--- src/rtl/display_pkg.sv ---
// Shared definitions for the multiplexed 4-digit display scanner:
// FSM state encoding, active-low segment patterns and digit slot indices.
package display_pkg;

  typedef enum logic {
    ST_BLANK = 1'b0,
    ST_SHOW  = 1'b1
  } state_t;

  // Segment patterns ordered {g,f,e,d,c,b,a}, active-low.
  localparam logic [6:0] SEG_0     = 7'b1000000;
  localparam logic [6:0] SEG_1     = 7'b1111001;
  localparam logic [6:0] SEG_2     = 7'b0100100;
  localparam logic [6:0] SEG_3     = 7'b0110000;
  localparam logic [6:0] SEG_4     = 7'b0011001;
  localparam logic [6:0] SEG_5     = 7'b0010010;
  localparam logic [6:0] SEG_6     = 7'b0000010;
  localparam logic [6:0] SEG_7     = 7'b1111000;
  localparam logic [6:0] SEG_8     = 7'b0000000;
  localparam logic [6:0] SEG_9     = 7'b0010000;
  localparam logic [6:0] SEG_BLANK = 7'b1111111;

  // Digit slots; the index doubles as the anode bit position.
  localparam logic [1:0] DIG_SEC_R = 2'd0;
  localparam logic [1:0] DIG_SEC_L = 2'd1;
  localparam logic [1:0] DIG_MIN_R = 2'd2;
  localparam logic [1:0] DIG_MIN_L = 2'd3;

  localparam logic [3:0] AN_OFF = 4'b1111;

endpackage

--- src/rtl/seg7_decode.sv ---
// Combinational BCD to active-low 7-segment decoder.
// Codes 10..15 are not valid BCD and render as a dark digit.
module seg7_decode
  import display_pkg::*;
(
  input  logic [3:0] i_bcd,
  output logic [6:0] o_seg
);

  // Map one BCD digit to its segment pattern.
  always_comb begin
    o_seg = SEG_BLANK;
    case (i_bcd)
      4'd0:    o_seg = SEG_0;
      4'd1:    o_seg = SEG_1;
      4'd2:    o_seg = SEG_2;
      4'd3:    o_seg = SEG_3;
      4'd4:    o_seg = SEG_4;
      4'd5:    o_seg = SEG_5;
      4'd6:    o_seg = SEG_6;
      4'd7:    o_seg = SEG_7;
      4'd8:    o_seg = SEG_8;
      4'd9:    o_seg = SEG_9;
      default: o_seg = SEG_BLANK;
    endcase
  end

endmodule

--- src/rtl/display_scan_ctrl.sv ---
// Time-multiplexed scanner for a 4-digit common-anode display (mm:ss).
// Each digit is preceded by BLANK_CYCLES dark cycles to suppress ghosting;
// the four digit values are sampled once per frame so a frame never mixes
// old and new values. Optional feature macro: DISPLAY_BLINK_EN enables
// blinking of the minute or second pair while in adjust mode.
module display_scan_ctrl
  import display_pkg::*;
#(
  parameter int unsigned BLANK_CYCLES = 4
) (
  input  logic       clk,
  input  logic       rst,
  input  logic       tick_scan,
  input  logic       tick_blink,
  input  logic       adj,
  input  logic       sel,
  input  logic [3:0] min_l,
  input  logic [3:0] min_r,
  input  logic [3:0] sec_l,
  input  logic [3:0] sec_r,
  output logic [6:0] seg,
  output logic [3:0] an,
  output logic [1:0] digit_idx
);

  localparam logic [7:0] LP_CNT_LAST = 8'(BLANK_CYCLES - 1);

  state_t      r_state, w_state_nxt;
  logic [7:0]  r_cnt, w_cnt_nxt;
  logic [1:0]  r_idx, w_idx_nxt;
  logic [15:0] r_snap, w_snap_nxt;
  logic [3:0]  r_an, w_an_nxt;
  logic [6:0]  r_seg, w_seg_nxt;
  logic [6:0]  w_seg_dec;
  logic [3:0]  w_digit;
  logic        w_hide;

  // Next-state logic: blank countdown, scan advance and frame snapshot.
  always_comb begin
    w_state_nxt = r_state;
    w_cnt_nxt   = r_cnt;
    w_idx_nxt   = r_idx;
    w_snap_nxt  = r_snap;
    case (r_state)
      ST_BLANK: begin
        if (r_cnt == LP_CNT_LAST) begin
          w_state_nxt = ST_SHOW;
          w_cnt_nxt   = 8'd0;
          if (r_idx == DIG_SEC_R) begin
            w_snap_nxt = {min_l, min_r, sec_l, sec_r};
          end else begin
            w_snap_nxt = r_snap;
          end
        end else begin
          w_cnt_nxt = r_cnt + 8'd1;
        end
      end
      ST_SHOW: begin
        if (tick_scan) begin
          w_state_nxt = ST_BLANK;
          w_idx_nxt   = r_idx + 2'd1;
        end else begin
          w_state_nxt = ST_SHOW;
        end
      end
      default: begin
        w_state_nxt = ST_BLANK;
        w_cnt_nxt   = 8'd0;
      end
    endcase
  end

  // Decode the digit that will be on screen after this edge.
  assign w_digit = w_snap_nxt[{w_idx_nxt, 2'b00} +: 4];

  seg7_decode u_seg7_decode (
    .i_bcd (w_digit),
    .o_seg (w_seg_dec)
  );

`ifdef DISPLAY_BLINK_EN
  logic r_blink, w_blink_nxt;

  // Blink phase toggles only in adjust mode and is forced low outside it.
  always_comb begin
    if (!adj) begin
      w_blink_nxt = 1'b0;
    end else if (tick_blink) begin
      w_blink_nxt = ~r_blink;
    end else begin
      w_blink_nxt = r_blink;
    end
  end

  // Blink phase register.
  always_ff @(posedge clk) begin
    if (rst) begin
      r_blink <= 1'b0;
    end else begin
      r_blink <= w_blink_nxt;
    end
  end

  // sel=0 blinks the minute pair (slots 2,3), sel=1 the second pair (0,1).
  assign w_hide = w_blink_nxt & (sel ? ~w_idx_nxt[1] : w_idx_nxt[1]);
`else
  wire w_unused_blink = &{1'b0, tick_blink, adj, sel};
  assign w_hide = 1'b0;
`endif

  // Output pattern derived from the next state so an/seg stay registered.
  always_comb begin
    w_an_nxt  = AN_OFF;
    w_seg_nxt = SEG_BLANK;
    if (w_state_nxt == ST_SHOW) begin
      w_seg_nxt = w_seg_dec;
      if (w_hide) begin
        w_an_nxt = AN_OFF;
      end else begin
        w_an_nxt = ~(4'b0001 << w_idx_nxt);
      end
    end else begin
      w_an_nxt  = AN_OFF;
      w_seg_nxt = SEG_BLANK;
    end
  end

  // State, counters, snapshot and registered display outputs.
  always_ff @(posedge clk) begin
    if (rst) begin
      r_state <= ST_BLANK;
      r_cnt   <= 8'd0;
      r_idx   <= DIG_SEC_R;
      r_snap  <= 16'd0;
      r_an    <= AN_OFF;
      r_seg   <= SEG_BLANK;
    end else begin
      r_state <= w_state_nxt;
      r_cnt   <= w_cnt_nxt;
      r_idx   <= w_idx_nxt;
      r_snap  <= w_snap_nxt;
      r_an    <= w_an_nxt;
      r_seg   <= w_seg_nxt;
    end
  end

  assign seg       = r_seg;
  assign an        = r_an;
  assign digit_idx = r_idx;

endmodule

--- config.mk ---
export PLATFORM = sky130hd
export DESIGN_NAME = display_scan_ctrl
export DESIGN_NICKNAME = d
export VERILOG_FILES = /design/src/rtl/display_pkg.sv /design/src/rtl/seg7_decode.sv /design/src/rtl/display_scan_ctrl.sv
export SDC_FILE = /design/constraint.sdc
export NUM_CORES = 1
export LEC_CHECK = 0
export BUFFER_PORTS_ARGS = -buffer_cell sky130_fd_sc_hd__buf_2
export CAP_MARGIN = 20
export CORE_UTILIZATION = 41
export CTS_BUF_LIST = sky130_fd_sc_hd__clkbuf_8
export CTS_CLUSTER_DIAMETER = 60
export CTS_CLUSTER_SIZE = 25
export DETAILED_ROUTE_END_ITERATION = 6
export GPL_ROUTABILITY_DRIVEN = 1
export PLACE_DENSITY = 0.66
export SLEW_MARGIN = 20
export SYNTH_ARGS = -nofsm -noshare
export SYNTH_HDL_FRONTEND = slang
export SYNTH_SLANG_ARGS = --single-unit
--- constraint.sdc ---
create_clock -name clk -period 2.16 [get_ports clk]
set_input_delay 0.432 -clock clk [delete_from_list [all_inputs] [get_ports clk]]
set_output_delay 0.432 -clock clk [all_outputs]
set_load 0.005 [all_outputs]
Yosys cells after proc, flatten, opt, wreduce, memory -nomap -nowiden
Memories as Yosys holds them, arrays and structs flattened. A register that Yosys moved wholly into a read port is not among the register bits.
Cells that the tools add are included.
Word-level totals
  bits in writable memories: 0
  bits in latches: 0
  word-level logic and storage cells: 25
  bits in registers: 31
  memories kept: 1
  bits in read-only memories: 112
  output and inout port bits: 13
  bits of input ports: 22
Operators by class
  div/mod/pow operators: 0
  shift operators: 2
  magnitude comparators: 0
  $add $sub $neg: 2
  bitwise logic cells: 3
  multipliers: 0
  muxes and demuxes: 9
  reductions and logical operators: 2
  eq/ne operators: 1
Memories
  (name not given): depth 16, width 7, read ports 1, clocked after memory_dff 1, wr ports 0, RTL line seg7_decode.sv:13  | case (i_bcd)
Operators by type and width (number)
  $mux 16: 3
  $shiftx 16x5->4: 1
  $add 8x1->8 const B: 1
  $eq 8x2->1 const B: 1
  $mux 8: 1
  $mux 2: 2
  $not 4->4: 1
  $shl 1x2->4 const A: 1
  $add 2x1->2 const B: 1
  $logic_not 2->1: 1
  $mux 1: 2
  $not 1->1: 2
  $pmux 1 s2: 1
  $reduce_or 2->1: 1

Depth between registers and ports, before layout
Gate-level depths: netlist (run 1).
  word-level depth: 5
  mapped depth: 14

Modules after synthesis
From an unflattened synthesis (run 1), not the netlist that was laid out.
Unflattened totals
  cells, all modules: 216
  area, all modules: 1869.3 µm²
Modules (own cells, without submodules)
  display_scan_ctrl: sequential area each 760.7 µm², times used 1, area an instance 1659.1 µm², cells each 183
  seg7_decode: sequential area each 0.0 µm², times used 1, area an instance 210.2 µm², cells each 33

Worst setup path after synthesis (run 1)
Ideal clock, no wire load.
  path kind: reg2reg
  start point: register r_idx[0], in the netlist digit_idx[0]
  end point: register r_seg[4], in the netlist seg[4]
  path buffers: 1
  cell stages (with the launch flop): 15
  library setup time: 0.133 ns
  arrival: 2.231 ns
  slack: -0.203 ns
  period minus slack after synthesis: 2.363 ns
  cells stage by stage: dfxtp_1 -> buf_4 -> inv_1 -> ha_1 -> nand4bb_1 -> o31ai_4 -> a22oi_1 -> nand3_1 -> nand2_1 -> inv_1 -> ha_1 -> inv_1 -> o211ai_1 -> o211a_1 -> o21ai_1
Between the ends
  word-level cells in the longest chain between the ends: 5
  elaborated cells on any way between the ends: 8
  classes of those cells: add/sub: 1; shift: 1; mux: 5; reduce/logical: 1
RTL lines
  from (decl): RTL line display_scan_ctrl.sv:30  | logic [1:0] r_idx, w_idx_nxt;
  from (signal assigned): RTL line display_scan_ctrl.sv:140  | r_idx <= w_idx_nxt;
  branches (longest 4 deep; another with $add 2x1->2)
  $shiftx 16x5->4 *: RTL line display_scan_ctrl.sv:74  | assign w_digit = w_snap_nxt[{w_idx_nxt, 2'b00} +: 4];
  to (decl): RTL line display_scan_ctrl.sv:33  | logic [6:0] r_seg, w_seg_nxt;
Mark *: on every way between the ends.
A chain may end at the register's enable or synchronous reset.

Worst setup path after layout (run 1)
  start point: register r_cnt[6]
  end point: register r_seg[6], in the netlist seg[6]
Between the ends
  word-level cells in the longest chain between the ends: 5
  elaborated cells on any way between the ends: 8
  classes of those cells: eq/ne: 1; shift: 1; mux: 4; bitwise: 1; reduce/logical: 1
RTL lines
  from (decl): RTL line display_scan_ctrl.sv:29  | logic [7:0] r_cnt, w_cnt_nxt;
  from (signal assigned): RTL line display_scan_ctrl.sv:139  | r_cnt <= w_cnt_nxt;
  $eq 8x2->1 *: RTL line display_scan_ctrl.sv:46  | if (r_cnt == LP_CNT_LAST) begin
  branches (longest 4 deep; another with $mux 16)
Marks and branches as above.

==> results.sh, run 1 <==
export IMPL_fin_setup_tns_ns=0
export IMPL_setup_violations=0
export IMPL_die_y_um=70.18
export IMPL_clock_sinks=38
export IMPL_powerDensity_nw_per_um2=734.5
export IMPL_utilization=0.5771
export IMPL_cp_start_kind="flop"
export IMPL_status="finished clean"
export IMPL_grt_pass1_wl_mm=6.886
export IMPL_crit_type="flop to flop"
export IMPL_num_vias=1668
export IMPL_synth_seq_cells=38
export IMPL_place_ws_ns=-0.09515
export IMPL_hold_viol=0
export IMPL_drcViolationCount=0
export IMPL_ir_drop_uv=349.1
export IMPL_seq_area_frac_synth=0.3992
export IMPL_num_rows=24
export IMPL_critPathCaptureType="flop"
export IMPL_cts_buffers=5
export IMPL_cp_cell_sequence="nor4_4 > nand3_2 > or3b_4 > buf_8 > nand3_1 > o21a_1 > and4_4 > a21oi_1"
export IMPL_grt_use_total=0.1765
export IMPL_yosys_warnings=0
export IMPL_pin_count=35
export IMPL_vias_per_cell=5.148
export IMPL_p_leak_nw=1.007
export IMPL_crit_fanout=21
export IMPL_fin_skew_ns=0.007777
export IMPL_place_area_um2=2272
export IMPL_drive_gt1_frac=0.4007
export IMPL_core_um2=4414
export IMPL_r2r_start="r_cnt[6]"
export IMPL_ant_nets=0
export IMPL_wl_per_cell_um=13.01
export IMPL_antenna_cells=0
export IMPL_max_freq_mhz=470.3
export IMPL_r2r_end="seg[6]"
export IMPL_postSynthAreaPerCell_um2=8.905
export IMPL_clkSlewWorstSetupHoldPaths_ns=0.07
export IMPL_maxCapViolations=0
export IMPL_worst_pin_slew_ns=0.4333
export IMPL_grt_max_degree=23
export IMPL_drv_slew=0
export IMPL_clk_latency_ns=0.29
export IMPL_crit_path_end="seg[6]"
export IMPL_h_tree_depth=2
export IMPL_design_die_area_um2=4925
export IMPL_rrSetupSlack_ns=0.03
export IMPL_port_buffers=31
export IMPL_cp_slowest_cell="or3b_4"
export IMPL_synth_distinct_cells=45
export IMPL_cts_max_path_buffers=2
export IMPL_synth_edf_count=0
export IMPL_syn_cell_area_um2=1906
export IMPL_clockRootBuffer="clkbuf_8"
export IMPL_critPathMaxStageDelay_ns=0.42
export IMPL_reg2regPathDepth=8
export IMPL_ys_flop_type="dfxtp_1"
export IMPL_tritoncts="done"
export IMPL_syn_to_final_growth_pct=33.68
export IMPL_nNetsFinal=300
export IMPL_final_common_cell="nand2_1"
export IMPL_dr_first_iter_drc_count=79
export IMPL_hpwl_mm=2.983
export IMPL_worst_ep_required_time_ns=2.33
export IMPL_postLayoutCellArea_um2=2547
export IMPL_drtPass1Iterations=4
export IMPL_startpoint="r_cnt[6]"
export IMPL_grt_overflow_total=0
export IMPL_antenna_found_initial=0
export IMPL_start_util=0.4317
export IMPL_hold_path_class="input port to flop"
export IMPL_place_congestion=0.8387
export IMPL_fin_crit_ns=2.126
export IMPL_wirelength_mm=4.214
export IMPL_finalWorstSetupSlack_ns=0.03352
export IMPL_synth_cells=214
export IMPL_synth_async_reset_ratio=0
export IMPL_grt_pass1_vias=1540
export IMPL_rsz0062_at_grt="true"
export IMPL_fp_dieW_um=70.18
export IMPL_slew_headroom=0.7111
export IMPL_syn_nets=243
export IMPL_period_share=0.9845
export IMPL_cp_arrival_ns=2.30
export IMPL_final_cell_mix="nand2_1, dfxtp_1, buf_2"
-- stage by stage --
stage	hold WS, ns	std cells	power [W]
finish	0.3901	324	0.001871
global route	0.4032	324	0.001984
CTS	0.3879	320	0.001808
detailed placement	0.4436	311	0.001300
global placement	0.4397	311	0.001294
floorplan	0.4315	214	0.001147
-- layer usage --
layer | up-vias | global-route usage | wire length, um | part of all wire
met4 | 0 | 0.07111 | 53 | 0.013
met3 | 5 | 0.04762 | 147 | 0.035
met2 | 28 | 0.2788 | 1965 | 0.47
li1 | 862 | - | - | -
met5 | - | 0 | 0 | 0
met1 | 773 | 0.2275 | 2047 | 0.49
-- worst min path at each step --
stage / startpoint / to / slack [ns] / depth (start not counted)
global placement: r_snap[9] / r_snap[9] / 0.44 / 2
finish: sec_l[3] / r_snap[7] / 0.39 / 3
global route: sec_l[3] / r_snap[7] / 0.40 / 3
floorplan: r_snap[10] / r_snap[10] / 0.43 / 2
CTS: sec_l[2] / r_snap[6] / 0.39 / 3
detailed placement: r_snap[6] / r_snap[6] / 0.44 / 2
-- logic make-up after synthesis --
| logic type | Yosys count | share of synthesized area |
|---|---|---|
| flops | 38 | 0.3992 |
| xor+xnor | 7 | 0.03217 |
| buf+inv | 16 | 0.05121 |
| compound gates | 58 | 0.2167 |
| fa+ha+maj | 7 | 0.04596 |
| mux | 3 | 0.01576 |
| simple gates | 85 | 0.2390 |
-- Yosys cell counts (2+ instances only) --
library cell,instances,area (um2)
nor2b_1,2,12.51
nand3_2,2,20.02
o31ai_4,2,42.54
a21oi_1,24,120.1
dfxtp_1,38,760.7
nand2b_1,2,12.51
and3_1,2,12.51
inv_1,6,22.52
nand3_1,6,30.03
o21ai_0,2,10.01
o21a_1,3,22.52
nand3b_1,2,15.01
xor2_1,2,17.52
clkbuf_1,5,18.77
o21ai_1,3,15.01
xnor2_1,5,43.79
nor3_1,2,10.01
o31ai_2,2,25.02
a22oi_1,16,120.1
o211ai_1,2,15.01
nand2_1,41,153.9
ha_1,7,87.58
nand4b_1,2,17.52
nor2_1,11,41.29
buf_6,3,33.78
mux2i_1,3,30.03
-- report_power, final --
group	switching, W	internal (W)	total, W	leakage, nW
clock	0.000242	0.000253	0.000495	0.0524
sequential	0.0000320	0.000757	0.000789	0.310
combinational	0.000306	0.000282	0.000588	0.645
total	0.000580	0.00129	0.00187	1.01
-- worst max-delay path: cells and delay by family, from the launching register on --
family / cells / cell delay [ns]
flip-flops: 1 / 0.36
buffers and inverters: 1 / 0.18
AND/OR/NAND/NOR: 5 / 1.19
AO/OA/AOI/OAI: 2 / 0.27
-- state kept, by name, summed over array words and instances, names as in the netlist --
| signal | count |
|---|---|
| an | 4 |
| digit_idx | 2 |
| r_cnt | 8 |
| r_snap | 16 |
| r_state | 1 |
| seg | 7 |
-- area by class of cell --
type / instances / area [um2]
Fill cell: 402 / 1867
Multi-Input combinational cell: 160 / 1201
Sequential cell: 38 / 767.0
Timing Repair Buffer: 60 / 400.4
Clock buffer: 6 / 82.58
Tap cell: 52 / 65.06
Inverter: 6 / 22.52
Clock inverter: 2 / 8.758
-- what timing repair did --
item                       CTS  global route
setup endpoints to repair    7             7
hold buffers                 0             0
buffers inserted             1             4
pin swaps                    5            17
hold endpoints to repair     0             0
gates resized for setup      6            25
(Power assumes the default switching activity.)
==> run 2: changes to the inputs <==
--- a/config.mk
+++ b/config.mk
@@ -13,7 +13,6 @@
 export CTS_CLUSTER_SIZE = 25
 export DETAILED_ROUTE_END_ITERATION = 6
 export GPL_ROUTABILITY_DRIVEN = 1
-export PLACE_DENSITY = 0.66
 export SLEW_MARGIN = 20
 export SYNTH_ARGS = -nofsm -noshare
 export SYNTH_HDL_FRONTEND = slang
==> results.sh, run 2 (same netlist as run 1, synthesis figures left out) <==
export IMPL_cp_slowest_cell="o31ai_4"
export IMPL_critPathMaxStageDelay_ns=0.46
export IMPL_cp_cell_sequence="and2_4 > o31ai_4 > a22oi_1 > nand3_1 > nand2_4 > inv_1 > ha_2 > inv_1 > o211ai_1 > o211a_1 > o21ai_1"
export IMPL_place_congestion=0.7800
export IMPL_h_tree_depth=2
export IMPL_tritoncts="done"
export IMPL_utilization=0.6168
export IMPL_antenna_found_initial=0
export IMPL_vias_per_cell=5.069
export IMPL_critPathCaptureType="flop"
export IMPL_fp_dieW_um=70.18
export IMPL_slew_headroom=0.7052
export IMPL_final_cell_mix="buf_4, nand2_1, dfxtp_1"
export IMPL_dr_first_iter_drc_count=98
export IMPL_cts_buffers=5
export IMPL_startpoint="r_state"
export IMPL_cts_max_path_buffers=2
export IMPL_r2r_start="r_state"
export IMPL_cp_start_kind="flop"
export IMPL_clk_latency_ns=0.29
export IMPL_nNetsFinal=323
export IMPL_ant_nets=0
export IMPL_core_um2=4414
export IMPL_multi_input_area_um2=1199
export IMPL_period_share=0.9974
export IMPL_drv_slew=0
export IMPL_num_rows=24
export IMPL_grt_use_total=0.1848
export IMPL_clockRootBuffer="clkbuf_8"
export IMPL_powerDensity_nw_per_um2=714.5
export IMPL_setup_violations=0
export IMPL_postLayoutCellArea_um2=2723
export IMPL_fin_skew_ns=0.006812
export IMPL_fill_cells=411
export IMPL_status="finished clean"
export IMPL_max_freq_mhz=464.2
export IMPL_pin_count=35
export IMPL_p_leak_nw=1.116
export IMPL_place_area_um2=2405
export IMPL_antenna_cells=0
export IMPL_hold_path_class="input port to flop"
export IMPL_crit_fanout=8
export IMPL_drive_gt1_frac=0.4508
export IMPL_hpwl_mm=3.120
export IMPL_design_die_area_um2=4925
export IMPL_grt_pass1_wl_mm=7.189
export IMPL_start_util=0.4317
export IMPL_hold_start="min_l[3]"
export IMPL_grt_max_degree=23
export IMPL_cp_arrival_ns=2.32
export IMPL_rsz0062_at_grt="true"
export IMPL_grt_overflow_total=0
export IMPL_wl_per_cell_um=12.61
export IMPL_syn_to_final_growth_pct=42.88
export IMPL_largest_reg_flops=16
export IMPL_hold_viol=0
export IMPL_num_vias=1759
export IMPL_seq_area_um2=768.2
export IMPL_maxCapViolations=0
export IMPL_clkSlewWorstSetupHoldPaths_ns=0.08
export IMPL_largest_register="r_snap"
export IMPL_wirelength_mm=4.377
export IMPL_worst_ep_required_time_ns=2.32
export IMPL_grt_pass1_vias=1648
export IMPL_die_y_um=70.18
export IMPL_port_buffers=31
export IMPL_worst_pin_slew_ns=0.4422
export IMPL_fin_crit_ns=2.154
export IMPL_fin_cells=347
export IMPL_drcViolationCount=0
export IMPL_final_common_cell="buf_4"
export IMPL_ir_drop_uv=335.8
export IMPL_drtPass1Iterations=4
export IMPL_clock_sinks=38
export IMPL_crit_type="flop to flop"
export IMPL_cpMostUsedCell="inv_1"
export IMPL_dp_cells=327
## run 2: cell type report
cell class	instances	share of cell area
flip-flops and latches	38	0.2822
well taps	52	0.02390
inverters	6	0.008272
clock inverters	2	0.003217
repair buffers	83	0.2119
clock buffers	6	0.03033
multi-input cells	160	0.4403
## run 2: per-stage QoR
stage          power [W]  setup slack (ns)  hold slack [ns]  setup TNS, ns
2_1_floorplan   0.001147          0.007792           0.4315              0
3_3_place_gp    0.001347           -0.1148           0.4394        -0.4458
3_5_place_dp    0.001355           -0.1293           0.4482        -0.4729
4_1_cts         0.001893          0.005955           0.3739              0
5_1_grt         0.002065           -0.1059           0.3966        -0.5416
6_report        0.001945          0.005538           0.3851              0
## run 2: timing repair
action                     in CTS  in global routing
buffers inserted                3                  9
gates resized for setup        12                 22
hold buffers                    0                  0
pin swaps                       9                 18
setup endpoints to repair       7                  7
## run 2: per-layer routing
| layer | vias up | global-route usage | wire [um] |
|---|---|---|---|
| li1 | 911 | - | - |
| met1 | 809 | 0.2371 | 2104 |
| met2 | 32 | 0.2970 | 2037 |
| met3 | 7 | 0.04618 | 170 |
| met4 | 0 | 0.07333 | 64 |
| met5 | - | 0 | 0 |
## run 2: critical path: cells and delay by family, from the launching register on
family                   cells  cell delay [ns]
AO/OA/AOI/OAI                5             0.95
AND/OR/NAND/NOR              3             0.43
flip-flops                   1             0.35
adder cells (fa/ha/maj)      1             0.18
buffers and inverters        2             0.12
## run 2: power breakdown
group | total, W | switching [W] | internal, W
Combinational | 0.000665 | 0.000322 | 0.000343
Clock | 0.000496 | 0.000243 | 0.000253
Sequential | 0.000785 | 0.0000282 | 0.000756
## run 2: worst paths after layout
path	end	slack (ns)	depth (start not counted)
worst max-delay path	seg[4]	0.006	11
worst min register to register	r_snap[11]	0.45	2
worst max register to register	seg[4]	0.006	11
worst min-delay path	r_snap[15]	0.39	3
